`src/rtl/osiris_vga_pkg.sv`:
```
// Framebuffer geometry and capture state encoding shared by the camera
// capture path and the VGA scan-out controller.
package osiris_vga_pkg;

   localparam int FRAMEBUF_WIDTH  = 176;
   localparam int FRAMEBUF_HEIGHT = 144;
   localparam int FB_ADDR_W       = 16;

   typedef enum logic [2:0] {
      IDLE,
      ARM,
      SYNC,
      ACTIVE,
      DONE
   } cap_state_e;

   function automatic logic [7:0] sat_inc8(input logic [7:0] v);
      return (v == 8'hFF) ? v : v + 8'd1;
   endfunction

endpackage

```
`src/rtl/sync_edge.sv`:
```
// Registers one sensor control pin (S1) and flags its rising/falling edges
// by comparing S1 against the previous S1 value.
module sync_edge (
   input  logic cam_clk,
   input  logic reset,
   input  logic d,
   output logic q,
   output logic rise,
   output logic fall
);

   logic s1_q, s1_d;
   logic prev_q, prev_d;

   always_comb begin
      s1_d   = d;
      prev_d = s1_q;
   end

   always_ff @(posedge cam_clk or posedge reset) begin
      if (reset) begin
         s1_q   <= 1'b0;
         prev_q <= 1'b0;
      end else begin
         s1_q   <= s1_d;
         prev_q <= prev_d;
      end
   end

   assign q    = s1_q;
   assign rise = s1_q & ~prev_q;
   assign fall = ~s1_q & prev_q;

endmodule

```
`src/rtl/frame_capture.sv`:
```
// Captures one greyscale frame (luma of a YUV422 byte stream) into the framebuffer.
// Optional FRAME_CAPTURE_STATS_EN adds frame_count / err_count outputs.
//
// state  | meaning
// IDLE   | not armed, waiting for capture_start
// ARM    | armed, waiting for vsync rise so capture begins on a whole frame
// SYNC   | inside vsync, waiting for its fall to start the frame
// ACTIVE | writing luma pixels, closing lines on href fall
// DONE   | one-cycle frame_done with frame_err valid
module frame_capture
   import osiris_vga_pkg::*;
#(
   parameter int FB_WIDTH   = FRAMEBUF_WIDTH,
   parameter int FB_HEIGHT  = FRAMEBUF_HEIGHT,
   parameter bit CONTINUOUS = 1'b0
) (
   input  logic                 cam_clk,
   input  logic                 reset,
   input  logic                 cam_vsync,
   input  logic                 cam_href,
   input  logic [7:0]           cam_data,
   input  logic                 capture_start,
   output logic                 we,
   output logic [FB_ADDR_W-1:0] addr,
   output logic [7:0]           dout,
   output logic                 busy,
   output logic                 frame_done,
   output logic                 frame_err
`ifdef FRAME_CAPTURE_STATS_EN
   ,
   output logic [15:0]          frame_count,
   output logic [15:0]          err_count
`endif
);

   localparam logic [7:0]           W8        = 8'(FB_WIDTH);
   localparam logic [7:0]           H8        = 8'(FB_HEIGHT);
   localparam logic [FB_ADDR_W-1:0] LINE_STEP = FB_ADDR_W'(FB_WIDTH);

   logic vs_s1, vs_rise, vs_fall;
   logic href_s1, href_rise, href_fall;

   sync_edge u_vsync (
      .cam_clk (cam_clk),
      .reset   (reset),
      .d       (cam_vsync),
      .q       (vs_s1),
      .rise    (vs_rise),
      .fall    (vs_fall)
   );

   sync_edge u_href (
      .cam_clk (cam_clk),
      .reset   (reset),
      .d       (cam_href),
      .q       (href_s1),
      .rise    (href_rise),
      .fall    (href_fall)
   );

   cap_state_e           state_q, state_d;
   logic [7:0]           data_q, data_d;
   logic [1:0]           phase_q, phase_d, cur_phase;
   logic [7:0]           col_q, col_d;
   logic [7:0]           row_q, row_d;
   logic [FB_ADDR_W-1:0] line_base_q, line_base_d;
   logic                 err_q, err_d;
   logic                 frame_err_q, frame_err_d;
   logic                 we_q, we_d;
   logic [FB_ADDR_W-1:0] addr_q, addr_d;
   logic [7:0]           dout_q, dout_d;
   logic                 luma;

   always_ff @(posedge cam_clk or posedge reset) begin
      if (reset) begin
         state_q     <= IDLE;
         data_q      <= '0;
         phase_q     <= '0;
         col_q       <= '0;
         row_q       <= '0;
         line_base_q <= '0;
         err_q       <= 1'b0;
         frame_err_q <= 1'b0;
         we_q        <= 1'b0;
         addr_q      <= '0;
         dout_q      <= '0;
      end else begin
         state_q     <= state_d;
         data_q      <= data_d;
         phase_q     <= phase_d;
         col_q       <= col_d;
         row_q       <= row_d;
         line_base_q <= line_base_d;
         err_q       <= err_d;
         frame_err_q <= frame_err_d;
         we_q        <= we_d;
         addr_q      <= addr_d;
         dout_q      <= dout_d;
      end
   end

   always_comb begin
      state_d = state_q;
      case (state_q)
         IDLE:    if (capture_start) state_d = ARM;
         ARM:     if (vs_rise)       state_d = SYNC;
         SYNC:    if (vs_fall)       state_d = ACTIVE;
         ACTIVE:  if (vs_rise)       state_d = DONE;
         DONE:    state_d = CONTINUOUS ? SYNC : IDLE;
         default: state_d = IDLE;
      endcase
   end

   always_comb begin
      data_d      = cam_data;
      cur_phase   = href_rise ? 2'd0 : phase_q;
      phase_d     = href_s1 ? cur_phase + 2'd1 : phase_q;
      col_d       = col_q;
      row_d       = row_q;
      line_base_d = line_base_q;
      err_d       = err_q;
      frame_err_d = frame_err_q;
      we_d        = 1'b0;
      addr_d      = addr_q;
      dout_d      = dout_q;
      // A byte coinciding with the vsync rise would be written during DONE; drop it.
      luma        = href_s1 && !cur_phase[0] && !vs_s1;

      if (state_q == SYNC && vs_fall) begin
         col_d       = '0;
         row_d       = '0;
         line_base_d = '0;
         err_d       = 1'b0;
         frame_err_d = 1'b0;
      end else if (state_q == ACTIVE) begin
         if (luma) begin
            if (col_q < W8 && row_q < H8) begin
               we_d   = 1'b1;
               addr_d = line_base_q + FB_ADDR_W'(col_q);
               dout_d = data_q;
            end
            col_d = sat_inc8(col_q);
         end
         if (href_fall) begin
            err_d = err_q | (col_q != W8);
            row_d = sat_inc8(row_q);
            if (row_q < H8) line_base_d = line_base_q + LINE_STEP;
            col_d = '0;
         end
         // Line close above is folded in first, so the row check sees the updated row.
         if (vs_rise) begin
            err_d       = err_d | (row_d != H8);
            frame_err_d = err_d;
         end
      end
   end

   always_comb begin
      busy       = (state_q == ARM) || (state_q == SYNC) || (state_q == ACTIVE) ||
                   ((state_q == DONE) && CONTINUOUS);
      frame_done = (state_q == DONE);
   end

   assign we        = we_q;
   assign addr      = addr_q;
   assign dout      = dout_q;
   assign frame_err = frame_err_q;

`ifdef FRAME_CAPTURE_STATS_EN
   logic [15:0] frame_count_q, frame_count_d;
   logic [15:0] err_count_q, err_count_d;

   always_comb begin
      frame_count_d = frame_count_q;
      err_count_d   = err_count_q;
      if (state_q == DONE) begin
         frame_count_d = frame_count_q + 16'd1;
         if (frame_err_q && err_count_q != 16'hFFFF) err_count_d = err_count_q + 16'd1;
      end
   end

   always_ff @(posedge cam_clk or posedge reset) begin
      if (reset) begin
         frame_count_q <= '0;
         err_count_q   <= '0;
      end else begin
         frame_count_q <= frame_count_d;
         err_count_q   <= err_count_d;
      end
   end

   assign frame_count = frame_count_q;
   assign err_count   = err_count_q;
`endif

endmodule

```
`config.mk`:
```
export PLATFORM = sky130hd
export DESIGN_NAME = frame_capture
export DESIGN_NICKNAME = d
export VERILOG_FILES = /design/src/rtl/osiris_vga_pkg.sv /design/src/rtl/sync_edge.sv /design/src/rtl/frame_capture.sv
export SDC_FILE = /design/constraint.sdc
export NUM_CORES = 1
export LEC_CHECK = 0
export ABC_AREA = 1
export ABC_CLOCK_PERIOD_IN_PS = 3100
export CAP_MARGIN = 20
export CORE_MARGIN = 2
export CORE_UTILIZATION = 56
export CTS_BUF_LIST = sky130_fd_sc_hd__clkbuf_16
export CTS_CLUSTER_DIAMETER = 200
export CTS_CLUSTER_SIZE = 25
export DETAILED_ROUTE_END_ITERATION = 8
export GPL_ROUTABILITY_DRIVEN = 0
export PLACE_DENSITY = 0.87
export SETUP_SLACK_MARGIN = 0.5
export SYNTH_ARGS = -nofsm -noshare
export SYNTH_HDL_FRONTEND = slang
export SYNTH_SLANG_ARGS = --single-unit
```
`constraint.sdc`:
```
create_clock -name cam_clk -period 3.1 [get_ports cam_clk]
set_input_delay 0.62 -clock cam_clk [delete_from_list [all_inputs] [get_ports cam_clk]]
set_output_delay 0.62 -clock cam_clk [all_outputs]
set_load 0.03 [all_outputs]
```
== After elaboration in Yosys (flattened, before gate mapping) ==
Cells that the tools add are included.

* $add $sub $neg: 5
* $lt $le $gt $ge: 2
* Equality and inequality tests: 13
* Muxes and demuxes: 34
* Bitwise operators: 11
* Reductions and logical operators: 19

{| class="wikitable"
|+ Operators by type and width
! kind !! number
|-
| 2-to-1 mux 8 bit || 11
|-
| 2-to-1 mux 16 bit || 4
|-
| adder 16 x 8 -> 16 bit || 1
|-
| adder 16 x 8 -> 16 bit (second input constant) || 1
|-
| adder 8 x 1 -> 8 bit (second input constant) || 2
|-
| == test 8 bit (second input constant) || 2
|-
| less-than comparator 8 bit (second input constant) || 2
|-
| != test 8 bit (second input constant) || 2
|-
| 2-to-1 mux 1 bit || 13
|-
| 2-to-1 mux 3 bit || 4
|-
| one-hot mux 3 bit (4 select lines) || 1
|-
| AND reduction 4 bit || 2
|-
| nonzero test 2 bit || 4
|-
| == test 3 x 2 -> 1 bit (second input constant) || 2
|-
| AND reduction 3 bit || 2
|-
| NOT 1 bit || 5
|-
| bitwise AND 1 bit || 4
|-
| logical AND 1 bit || 4
|-
| != test 2 x 1 -> 1 bit (second input constant) || 2
|-
| != test 2 bit (second input constant) || 2
|-
| == test 3 x 1 -> 1 bit (second input constant) || 1
|-
| == test 3 bit (second input constant) || 1
|-
| zero test 3 bit || 1
|-
| != test 3 bit (second input constant) || 1
|-
| 7 further kinds || 10
|}

* Bits in registers: 76
* Bits of input ports: 13

== Depth between registers and ports, before layout ==
Gate-level depths: netlist of run 1.

* Depth in word-level cells: 10
* Mapped depth: 12

== Modules after synthesis ==
From an unflattened synthesis of run 1, not the netlist that was laid out.

* Cells, all modules: 445
* Area total of the unflattened synthesis: 3558.4 um2

{| class="wikitable"
|+ By module, submodules not included
! module !! instances !! cells each !! area an instance (um2) !! sequential area each (um2)
|-
| frame_capture || 1 || 431 || 3420.8 || 1676.6
|-
| sync_edge || 2 || 7 || 68.8 || 50.0
|}

== Worst setup path before layout of run 1 ==
No wires, ideal clock.

* Path kind: register to output
* Start: reg state_q[1]
* End: out busy
* Data arrival time: 1205 ps
* Required time: 2480 ps
* Slack: 1275 ps
* Cell stages (with the launch flop): 4
* Buffers on the path: 1
* Cell sequence: dfrtp_1 -> nand3_4 -> buf_1 -> nand3_1

* Cells in the longest elaborated chain, start to end: 3
* Elaborated cells between the ends (all ways): 5

{| class="wikitable"
|+ Ends and longest elaborated chain
! element !! line !! RTL
|-
| start, declared || frame_capture.sv:61 || <nowiki>cap_state_e state_q, state_d;</nowiki>
|-
| start signal, assigned || frame_capture.sv:88 || <nowiki>state_q <= state_d;</nowiki>
|-
| == test 3 x 1 -> 1 bit / == test 3 x 2 -> 1 bit (equally long branches) || frame_capture.sv:159 || <nowiki>busy = (state_q == ARM) || (state_q == SYNC) || (state_q == ACTIVE) ||</nowiki>
|-
| logical OR 1 bit || frame_capture.sv:159 ||
|-
| logical OR 1 bit * || frame_capture.sv:159 ||
|-
| end, declared || frame_capture.sv:26 || <nowiki>output logic busy,</nowiki>
|}

Every way passes the cells marked *; elsewhere a longest branch is shown, timed or not.

== Worst setup path after layout of run 1 ==
* Start: reg state_q[0]
* End: out frame_done

* Cells in the longest elaborated chain, start to end: 1

{| class="wikitable"
|+ Ends and longest elaborated chain
! element !! line !! RTL
|-
| == test 3 bit || frame_capture.sv:161 || <nowiki>frame_done = (state_q == DONE);</nowiki>
|-
| end, declared || frame_capture.sv:27 || <nowiki>output logic frame_done,</nowiki>
|}

Every way passes these cells.

==> results of run 1 <==
## cells by family after synthesis
kind of cell / after synthesis
fa+ha+maj: 9
flops: 71
xor+xnor: 8
compound gates: 67
buf+inv: 68
simple gates: 238
other cells: 1
## placed cells by master, fill, tap and decap left out, types with 2 or more instances in the layout
master and n:
o211ai_1 2, clkbuf_16 9, clkdlybuf4s50_1 39, inv_1 55, a21oi_1 17, nor3_1 8, a31oi_1 3, nand2_1 138
xnor2_1 2, nand3_4 2, dfrtp_1 71, clkinvlp_4 2, nand2_2 3, o21ai_2 10, nor2_1 36, inv_2 3
nor2_4 2, o21ai_1 8, o21ai_0 16, nand4_1 9, o22ai_1 6, ha_1 9, xor2_1 6, inv_6 3
nand3_1 34
## where the power goes
part	internal, mW	switching [mW]
clock network	0.556	0.422
registers	1.16	0.209
logic	0.549	0.928
## flip-flops by register name, indices dropped and copies added (netlist names)
register / count
data_q: 8
frame_err: 1
line_base_q: 12
u_href.prev_q: 1
we: 1
col_q: 8
addr: 16
phase_q: 1
u_vsync.prev_q: 1
u_vsync.q: 1
u_href.q: 1
row_q: 8
state_q: 3
err_q: 1
dout: 8
## per-stage QoR
stage | std cells | utilization, %
2_1_floorplan | 462 | -
3_3_place_gp | 571 | 65.4
3_5_place_dp | 571 | 65.4
4_1_cts | 587 | 69.9
5_1_grt | 587 | 70.0
6_report | 587 | 70.0
## how the worst min path moves through the flow
stage	startpoint	cells after the start	end	slack [ps]
2_1_floorplan	u_href.q$_DFF_PP0_	0	u_href.prev_q$_DFF_PP0_	390
3_3_place_gp	u_href.q$_DFF_PP0_	0	u_href.prev_q$_DFF_PP0_	400
3_5_place_dp	u_href.q$_DFF_PP0_	0	u_href.prev_q$_DFF_PP0_	420
4_1_cts	u_vsync.q$_DFF_PP0_	0	u_vsync.prev_q$_DFF_PP0_	430
5_1_grt	u_vsync.q$_DFF_PP0_	0	u_vsync.prev_q$_DFF_PP0_	450
6_report	u_vsync.q$_DFF_PP0_	0	u_vsync.prev_q$_DFF_PP0_	440
## per-layer routing
metal / share of wire, % / up-vias
met5: 0 / -
met4: 3.1 / 0
met3: 6.4 / 30
met2: 46 / 147
met1: 44 / 1492
li1: - / 1579
## final cells by class
type                    instances  area, µm²  share of cell area [%]
clock inverters                 7       61.3                    1.37
multi-input cells             323       1660                    37.2
clock buffers                   9        225                    5.04
repair buffers                 41        423                    9.47
inverters                      59        224                    5.01
well taps                      77       96.3                    2.16
flip-flops and latches         71       1780                    39.8
==> out/qor.yml, run 1 <==
logic_synthesis:
  synth_xor_area_share_pct: 1.87
  yosys-top-cells-area: "dfrtp_1 (48%), nand2_1 (14%), inv_1 (5.6%), nand3_1 (4.6%), nor2_1 (3.6%)"
  synth_common_cells: "nand2_1 (138), dfrtp_1 (71), inv_1 (56)"
  synthMuxAreaShare_pct: 0
  synthAdderAreaFrac_pct: 3.01
  synthCells: 462
  synth-compound-area-share_pct: 11.2
  synth_ff_type: "dfrtp_1"
  ys_warn_count: 0
  async_flop_share_pct: 100
  synthSimpleGateAreaFrac_pct: 28.3
  yosysMostFrequentCell: "nand2_1"
  ys_ff_latch: 71
  synth_edf_count: 0
  yosysSeqAreaShare_pct: 47.5
  synth_area_um2: 3740
  yosys.area.top_type: "dfrtp_1"
  synth_top_family_by_area: "simple AND/OR/NAND/NOR gates"
  avgSynthCellArea_um2: 8.09
  synth_cell_types: 39
  synth_top_area_share_pct: 47.5
  syn_nets: 484
global_route:
  use_met2_pct: 36.9
  busiest_layer: "met2"
  antenna_found_initial: 0
  grt.total_usage_pct: 23.1
  met1_usage_pct: 30.1
  grt.met3_usage_pct: 5.20
  first_global_vias: 3062
  grt_pass1_wl_mm: 13.6
  grt_overflow_total: 0
  grt_max_degree: 72
timing:
  rsz0062_at_grt: "no"
  finalCriticalPeriod_ps: 2340
  hold_ws_ps: 436
  worst_pin_slew_ps: 714
  fin_tns_setup_ps: 0
  post-route-period-util_pct: 75.4
  finalMaxSlewViolations: 0
  max_freq_ghz: 0.428
  fin_ws_ps: 763
  setup_viol: 0
  worst_slew_margin_rel_pct: 51.9
  hold_violations: 0
  finClkSkew_ps: 7.94
placement:
  post-place-ws_ps: 892
  hpwl_mm: 5.43
  dpl_cell_area_um2: 4180
  place.port_buffers: 40
clock_network:
  clk_pin_slew_ps: 60
  clockBufferDepth: 2
  clock_latency_ps: 330
  ctsResizeCount: 0
  clkSinkCount: 71
  tritoncts: "built"
  cts_root_buffer: "clkbuf_16"
  htreeDepth: 3
  cts_inserted_buffers: 9
  cts_setup_buffers: 0
  hold_buffers: 0
critical_path:
  startpoint: "state_q[0]$_DFFE_PP0P_"
  cp_data_required_time_ps: 2480
  cp_top_family: "buffers and inverters"
  arrival_ps: 1720
  critical_path.cell_chain: "nor3_1, clkdlybuf4s50_1"
  critPathKind: "reg2out"
  ff2ff_path_depth: 7
  worst-path-buf-inv: 1
  reg2reg_from: "col_q[7]$_DFFE_PP0P_"
  cp_max_fo: 5
  slowest_delay_ps: 700
  rrSetupSlack_ps: 980
  cp.depth: 2
  cp-end-kind: "output pin"
  worstSetupEndpoint: "frame_done"
  start_kind: "register"
  r2r-end: "addr[15]$_DFFE_PP0P_"
  cpMaxStageDelayCell: "clkdlybuf4s50_1"
status:
  status: "completed"
routing:
  dr.pass1.iters: 5
  first_iter_violations: 217
  wirelength_mm: 8.04
  routedWlPerCell_um: 13.7
  via_per_inst: 5.53
  antenna_left: 0
  drc: 0
  vias: 3248
floorplanning:
  start_util_pct: 58.5
  die_w_um: 85.7
  ioPinCount: 41
  die_h_um: 85.7
  die-area_um2: 7350
  core_area_um2: 6390
  fp-row-count: 29
power_and_ir_drop:
  p_leak_nw: 2.17
  power.total_mw: 3.83
  powerDensity_nw_per_um2: 857
  peakVddDrop_mv: 0.670
layout:
  drive_above_1_share_pct: 8.82
  nFillCells: 475
  stdcell_area_um2: 4470
  finalNetCount: 527
  area_delta_synth_final_pct: 19.5
  diodes: 0
flow_run:
  drv_cap: 0
worst_hold_path:
  hold_path.class: "reg2reg"
(Power assumes the default switching activity.)
==> inputs of run 2 (changes only) <==
Settings changed: ABC_CLOCK_PERIOD_IN_PS 3100 to 2400.
Clock period 3.1 ns to 2.4 ns, I/O delays scaled along.
==> out/qor.yml, run 2 (same netlist as run 1, synthesis figures left out) <==
clock_network:
  clock_latency_ps: 340
  cts_root_buffer: "clkbuf_16"
  tritoncts: "built"
  clkSinkCount: 71
  cts_inserted_buffers: 9
  clockBufferDepth: 2
  clk_pin_slew_ps: 60
  htreeDepth: 3
routing:
  wl_met2_mm: 4.10
  dr_wl_met3_um: 401
  first_iter_violations: 237
  via_per_inst: 5.53
  drc: 0
  wirelength_mm: 8.32
  m1WireLength_mm: 3.62
  vias: 3283
  routedWlPerCell_um: 14.0
  antenna_left: 0
  top_layer: "met4"
  dr.pass1.iters: 5
floorplanning:
  ioPinCount: 41
  die_h_um: 85.7
  die-area_um2: 7350
  die_w_um: 85.7
  core_area_um2: 6390
  fp-row-count: 29
  start_util_pct: 58.5
critical_path:
  rrSetupSlack_ps: 610
  slowest_delay_ps: 700
  reg2reg_from: "row_q[1]$_DFFE_PP0P_"
  critical_path.cell_chain: "clkdlybuf4s50_1"
  worst-path-buf-inv: 1
  arrival_ps: 1390
  r2r-end: "frame_err$_DFFE_PP0P_"
  cpMaxStageDelayCell: "clkdlybuf4s50_1"
  cp-end-kind: "output pin"
  cp_top_family: "buffers and inverters"
  cp_data_required_time_ps: 1920
  critPathKind: "reg2out"
  start_kind: "register"
  cp_max_fo: 2
  ff2ff_path_depth: 12
timing:
  fin_ws_ps: 533
  finalCriticalPeriod_ps: 1870
  max_freq_ghz: 0.536
  setup_viol: 0
  finClkSkew_ps: 7.22
  finalMaxSlewViolations: 0
  post-route-period-util_pct: 77.8
  fin_tns_setup_ps: 0
  rsz0062_at_grt: "no"
  hold_violations: 0
global_route:
  grt_overflow_total: 0
  grt.total_usage_pct: 24.2
  first_global_vias: 3063
  grt_max_degree: 72
  grt_pass1_wl_mm: 14.1
  antenna_found_initial: 0
layout:
  largest_register_ffs: 16
  nFillCells: 477
  area_delta_synth_final_pct: 21.8
  final_cell_mix: "nand2_1 (137), dfrtp_1 (70), inv_1 (54)"
  final_common_cell: "nand2_1"
  final_cells: 594
  diodes: 0
  finalNetCount: 534
  drive_above_1_share_pct: 11.8
placement:
  post-place-ws_ps: 391
  place.port_buffers: 40
  dpl.cell_count: 572
  hpwl_mm: 5.46
worst_hold_path:
  hold_end: "u_href.prev_q$_DFF_PP0_"
  min_path_cells: 0
  hold_path.class: "reg2reg"
  min-delay-start: "u_href.q$_DFF_PP0_"
power_and_ir_drop:
  peakVddDrop_mv: 0.842
  powerDensity_nw_per_um2: 1100
  p_leak_nw: 2.25
flow_run:
  drv_cap: 0
status:
  status: "completed"
-- run 2: how the worst max path moves through the flow --
| stage | startpoint | cells past startpoint | slack (ps) | to |
|---|---|---|---|---|
| final | addr[10]$_DFFE_PP0P_ | 1 | 530 | addr[10] |
| after detailed placement | state_q[0]$_DFFE_PP0P_ | 4 | 390 | busy |
| after global placement | state_q[0]$_DFFE_PP0P_ | 4 | 440 | busy |
| after global routing | row_q[1]$_DFFE_PP0P_ | 12 | 430 | frame_err$_DFFE_PP0P_ |
| after CTS | addr[5]$_DFFE_PP0P_ | 1 | 510 | addr[5] |
| after floorplan | col_q[7]$_DFFE_PP0P_ | 7 | 700 | addr[10]$_DFFE_PP0P_ |
-- run 2: where the power goes --
part | leakage [nW] | internal (mW) | switching [mW]
Combinational | 1.20 | 0.735 | 1.24
Sequential | 0.912 | 1.51 | 0.275
Clock | 0.135 | 0.718 | 0.545
-- run 2: routing by layer --
metal	GRT usage, %	vias up
met4	9.96	0
met2	40.1	99
met5	0	-
met1	31.9	1568
li1	-	1598
met3	3.75	18
-- run 2: cell type report --
type | count | area, µm² | share of cell area, %
clock buffers | 9 | 225 | 4.95
clock inverters | 7 | 61.3 | 1.35
inverters | 59 | 228 | 5.00
multi-input cells | 323 | 1690 | 37.2
flip-flops and latches | 71 | 1780 | 39.0
well taps | 77 | 96.3 | 2.12
repair buffers | 48 | 473 | 10.4
-- run 2: what timing repair did --
item,CTS,global route
endpoints found under the setup margin,16,19
pin swaps,1,2
buffers inserted,2,4
gates resized for setup,10,14
hold buffers,0,0
gates cloned,0,0
-- run 2: through the flow --
stage | instance area, µm² | hold WS [ps] | util [%] | power (mW)
6_report | 4550 | 422 | 71.3 | 5.02
5_1_grt | 4550 | 446 | 71.3 | 5.32
4_1_cts | 4490 | 427 | 70.3 | 4.99
3_5_place_dp | 4190 | 418 | 65.6 | 3.70
3_3_place_gp | 4190 | 402 | 65.6 | 3.62
2_1_floorplan | 3740 | 386 | - | 3.08
==> inputs of run 3 (changes only) <==
Settings changed: ABC_CLOCK_PERIOD_IN_PS 2400 to 1500, CORE_UTILIZATION 56 to 51, PLACE_DENSITY 0.87 to 0.84.
Clock period 2.4 ns to 1.5 ns, I/O delays scaled along.
==> out/qor.yml, run 3 <==
placement:
  post-place-ws_ps: -140
  hpwl_mm: 6.57
  place.port_buffers: 40
  dpl.cell_count: 648
logic_synthesis:
  synth_top_area_share_pct: 47.5
  syn_nets: 484
  yosys.area.top_type: "dfrtp_1"
  yosysMostFrequentCell: "nand2_1"
  async_flop_share_pct: 100
  synthCells: 462
  synth_cell_types: 39
  ys_ff_latch: 71
  yosysSeqAreaShare_pct: 47.5
  synth_common_cells: "nand2_1 (138), dfrtp_1 (71), inv_1 (56)"
  synth_area_um2: 3740
  avgSynthCellArea_um2: 8.09
  ys_warn_count: 0
  yosys-top-cells-area: "dfrtp_1 (48%), nand2_1 (14%), inv_1 (5.6%), nand3_1 (4.6%), nor2_1 (3.6%)"
  synth_edf_count: 0
  synth_ff_type: "dfrtp_1"
status:
  lastStage: "global routing (5_1_grt)"
  error: "[ERROR GRT-0232] Routing congestion too high. Check the congestion heatmap in the GUI."
  status: "stopped before the end"
global_route:
  grt.total_usage_pct: 65.3
  grt_overflow_total: 17
  grt_max_degree: 72
clock_network:
  hold_buffers: 0
  cts_inserted_buffers: 9
  clockBufferDepth: 2
  cts_root_buffer: "clkbuf_16"
  clkSinkCount: 71
  htreeDepth: 3
floorplanning:
  fp-row-count: 31
  die_h_um: 89.6
  die_w_um: 89.6
  ioPinCount: 41
  start_util_pct: 52.1
timing:
  crit_endpoint: "err_q$_DFFE_PP0P_/D"
  worstEpCategory: "sequential cell input"
-- run 3: cell counts after synthesis --
No cell type changed its count.
-- run 3: what timing repair did --
item,in CTS
endpoints found under the setup margin,86
pin swaps,47
gates cloned,6
setup buffers,32
resized for setup,312
-- run 3: per-layer routing --
layer | track usage [%] | GRT overflow
met1 | 65.8 | 0
met2 | 86.2 | 6
met3 | 46.0 | 0
met4 | 62.8 | 11
met5 | 5.84 | 0
-- run 3: per-stage QoR --
stage / util [%] / area, µm²
after floorplan: - / 3940
after global placement: 67.4 / 4840
after detailed placement: 67.4 / 4840
after CTS: 83.4 / 5990
-- run 3: cells by family after synthesis --
kind of cell             synth area share (%)
AO/OA/AOI/OAI                            11.2
XOR/XNOR                                 1.87
adder cells (fa/ha/maj)                  3.01
buffers and inverters                    8.03
flip-flops                               47.5
other                                   0.100
AND/OR/NAND/NOR                          28.3
==> inputs of run 4 (changes only) <==
Settings changed: ABC_CLOCK_PERIOD_IN_PS 1500 to 1950, CORE_UTILIZATION 51 to 40, CTS_BUF_LIST sky130_fd_sc_hd__clkbuf_16 to not set, CTS_CLUSTER_DIAMETER 200 to not set, CTS_CLUSTER_SIZE 25 to not set, PLACE_DENSITY 0.84 to not set, PLACE_DENSITY_LB_ADDON set to 0.15, SETUP_SLACK_MARGIN 0.5 to not set.
Clock period 1.5 ns to 1.95 ns, I/O delays scaled along.
==> out/qor.yml, run 4 (same netlist as run 1, synthesis figures left out) <==
power_and_ir_drop:
  power.total_mw: 5.72
  powerDensity_nw_per_um2: 1270
  p_leak_nw: 2.17
  peakVddDrop_mv: 0.835
layout:
  largest_register_ffs: 16
  stdcell_area_um2: 4500
  finalNetCount: 537
  final_cell_mix: "nand2_1 (138), dfrtp_1 (70), inv_1 (54)"
  final_common_cell: "nand2_1"
  diodes: 0
  regArea_um2: 1780
  area_delta_synth_final_pct: 20.4
  nFillCells: 904
  drive_above_1_share_pct: 11.5
  multi_input_area_um2: 1670
critical_path:
  cp_top_family: "buffers and inverters"
  worst-path-buf-inv: 3
  rrSetupSlack_ps: 210
  r2r-end: "addr[8]$_DFFE_PP0P_"
  reg2reg_from: "line_base_q[5]$_DFFE_PP0P_"
  critical_path.cell_chain: "buf_4, nand3_4, buf_4, nand3_1, buf_4"
  ff2ff_path_depth: 7
  cp.depth: 5
  cpMaxStageDelayCell: "dfrtp_1"
  startpoint: "state_q[1]$_DFFE_PP0P_"
  cp_data_required_time_ps: 1560
  start_kind: "register"
  crit_top_cell: "buf_4"
  worstSetupEndpoint: "busy"
  cp-end-kind: "output pin"
  arrival_ps: 1450
  cp_max_fo: 6
  critPathKind: "reg2out"
  slowest_delay_ps: 390
timing:
  finClkSkew_ps: 12.0
  fin_ws_ps: 110
  fin_tns_setup_ps: 0
  setup_viol: 0
  post-route-period-util_pct: 94.4
  hold_ws_ps: 432
  rsz0062_at_grt: "no"
  finalMaxSlewViolations: 0
  hold_violations: 0
  max_freq_ghz: 0.543
  finalCriticalPeriod_ps: 1840
routing:
  drc: 0
  antenna_left: 0
  dr.pass1.iters: 4
  wirelength_mm: 7.70
  vias: 3076
  routedWlPerCell_um: 12.2
  first_iter_violations: 162
  via_per_inst: 4.87
global_route:
  grt.total_usage_pct: 16.4
  first_global_vias: 2914
  antenna_found_initial: 0
  grt_max_degree: 72
  grt_overflow_total: 0
  grt_pass1_wl_mm: 13.3
floorplanning:
  core_area_um2: 9150
  fp-row-count: 35
  die_h_um: 101
  die_w_um: 101
  ioPinCount: 41
  start_util_pct: 40.8
  die-area_um2: 10100
placement:
  post-place-ws_ps: 161
  place.port_buffers: 40
  dpl_cell_area_um2: 4290
  hpwl_mm: 5.57
clock_network:
  clockBufferDepth: 2
  htreeDepth: 3
  cts_inserted_buffers: 9
  clkSinkCount: 71
  clock_latency_ps: 350
  cts_root_buffer: "clkbuf_8"
  clk_pin_slew_ps: 80
  tritoncts: "built"
  hold_buffers: 0
worst_hold_path:
  hold_path.class: "reg2reg"
flow_run:
  drv_cap: 0
status:
  status: "completed"
## run 4: through the flow
| stage | instances | utilization, % |
|---|---|---|
| finish | 631 | 49.2 |
| global route | 631 | 49.2 |
| CTS | 630 | 48.9 |
| detailed placement | 614 | 46.9 |
| global placement | 614 | 46.9 |
| floorplan | 462 | - |
## run 4: layout make-up
type | instances | share of cell area [%]
timing repair buffer | 51 | 11.2
clock inverter | 7 | 1.36
tap | 111 | 3.09
inverter | 59 | 5.06
sequential | 71 | 39.5
multi-input combinational | 323 | 37.0
clock buffer | 9 | 2.75
## run 4: worst register-to-register path, stage by stage (launching register included)
cell	delay (ps)
dfrtp_1	440
ha_1	350
a21oi_2	200
o21ai_0	100
buf_4	160
nor2_1	160
xor2_1	160
o21ai_1	70
## run 4: worst min-delay path by stage
stage / from / end / slack [ps] / cells after the start
after detailed placement: u_href.q$_DFF_PP0_ / u_href.prev_q$_DFF_PP0_ / 410 / 0
after global placement: u_href.q$_DFF_PP0_ / u_href.prev_q$_DFF_PP0_ / 400 / 0
after global routing: u_href.q$_DFF_PP0_ / u_href.prev_q$_DFF_PP0_ / 450 / 0
final: u_href.q$_DFF_PP0_ / u_href.prev_q$_DFF_PP0_ / 430 / 0
after floorplan: u_href.q$_DFF_PP0_ / u_href.prev_q$_DFF_PP0_ / 390 / 0
after CTS: u_href.q$_DFF_PP0_ / u_href.prev_q$_DFF_PP0_ / 430 / 0
## run 4: report_power, final
part / switching (mW) / internal (mW)
Sequential: 0.283 / 1.85
Combinational: 1.52 / 0.953
Clock: 0.630 / 0.486
Total: 2.43 / 3.29
## run 4: routing by layer
metal	track usage [%]	share of wire (%)	vias to the layer above
li1	-	-	1611
met1	22.6	50	1387
met2	25.8	45	71
met3	2.84	3.6	7
met4	6.22	1.1	0
met5	0	0	-
## run 4: timing repair
item	CTS	global route
pin swaps	1	1
gates resized for setup	2	3
setup buffers	0	1
setup endpoints to repair	2	4
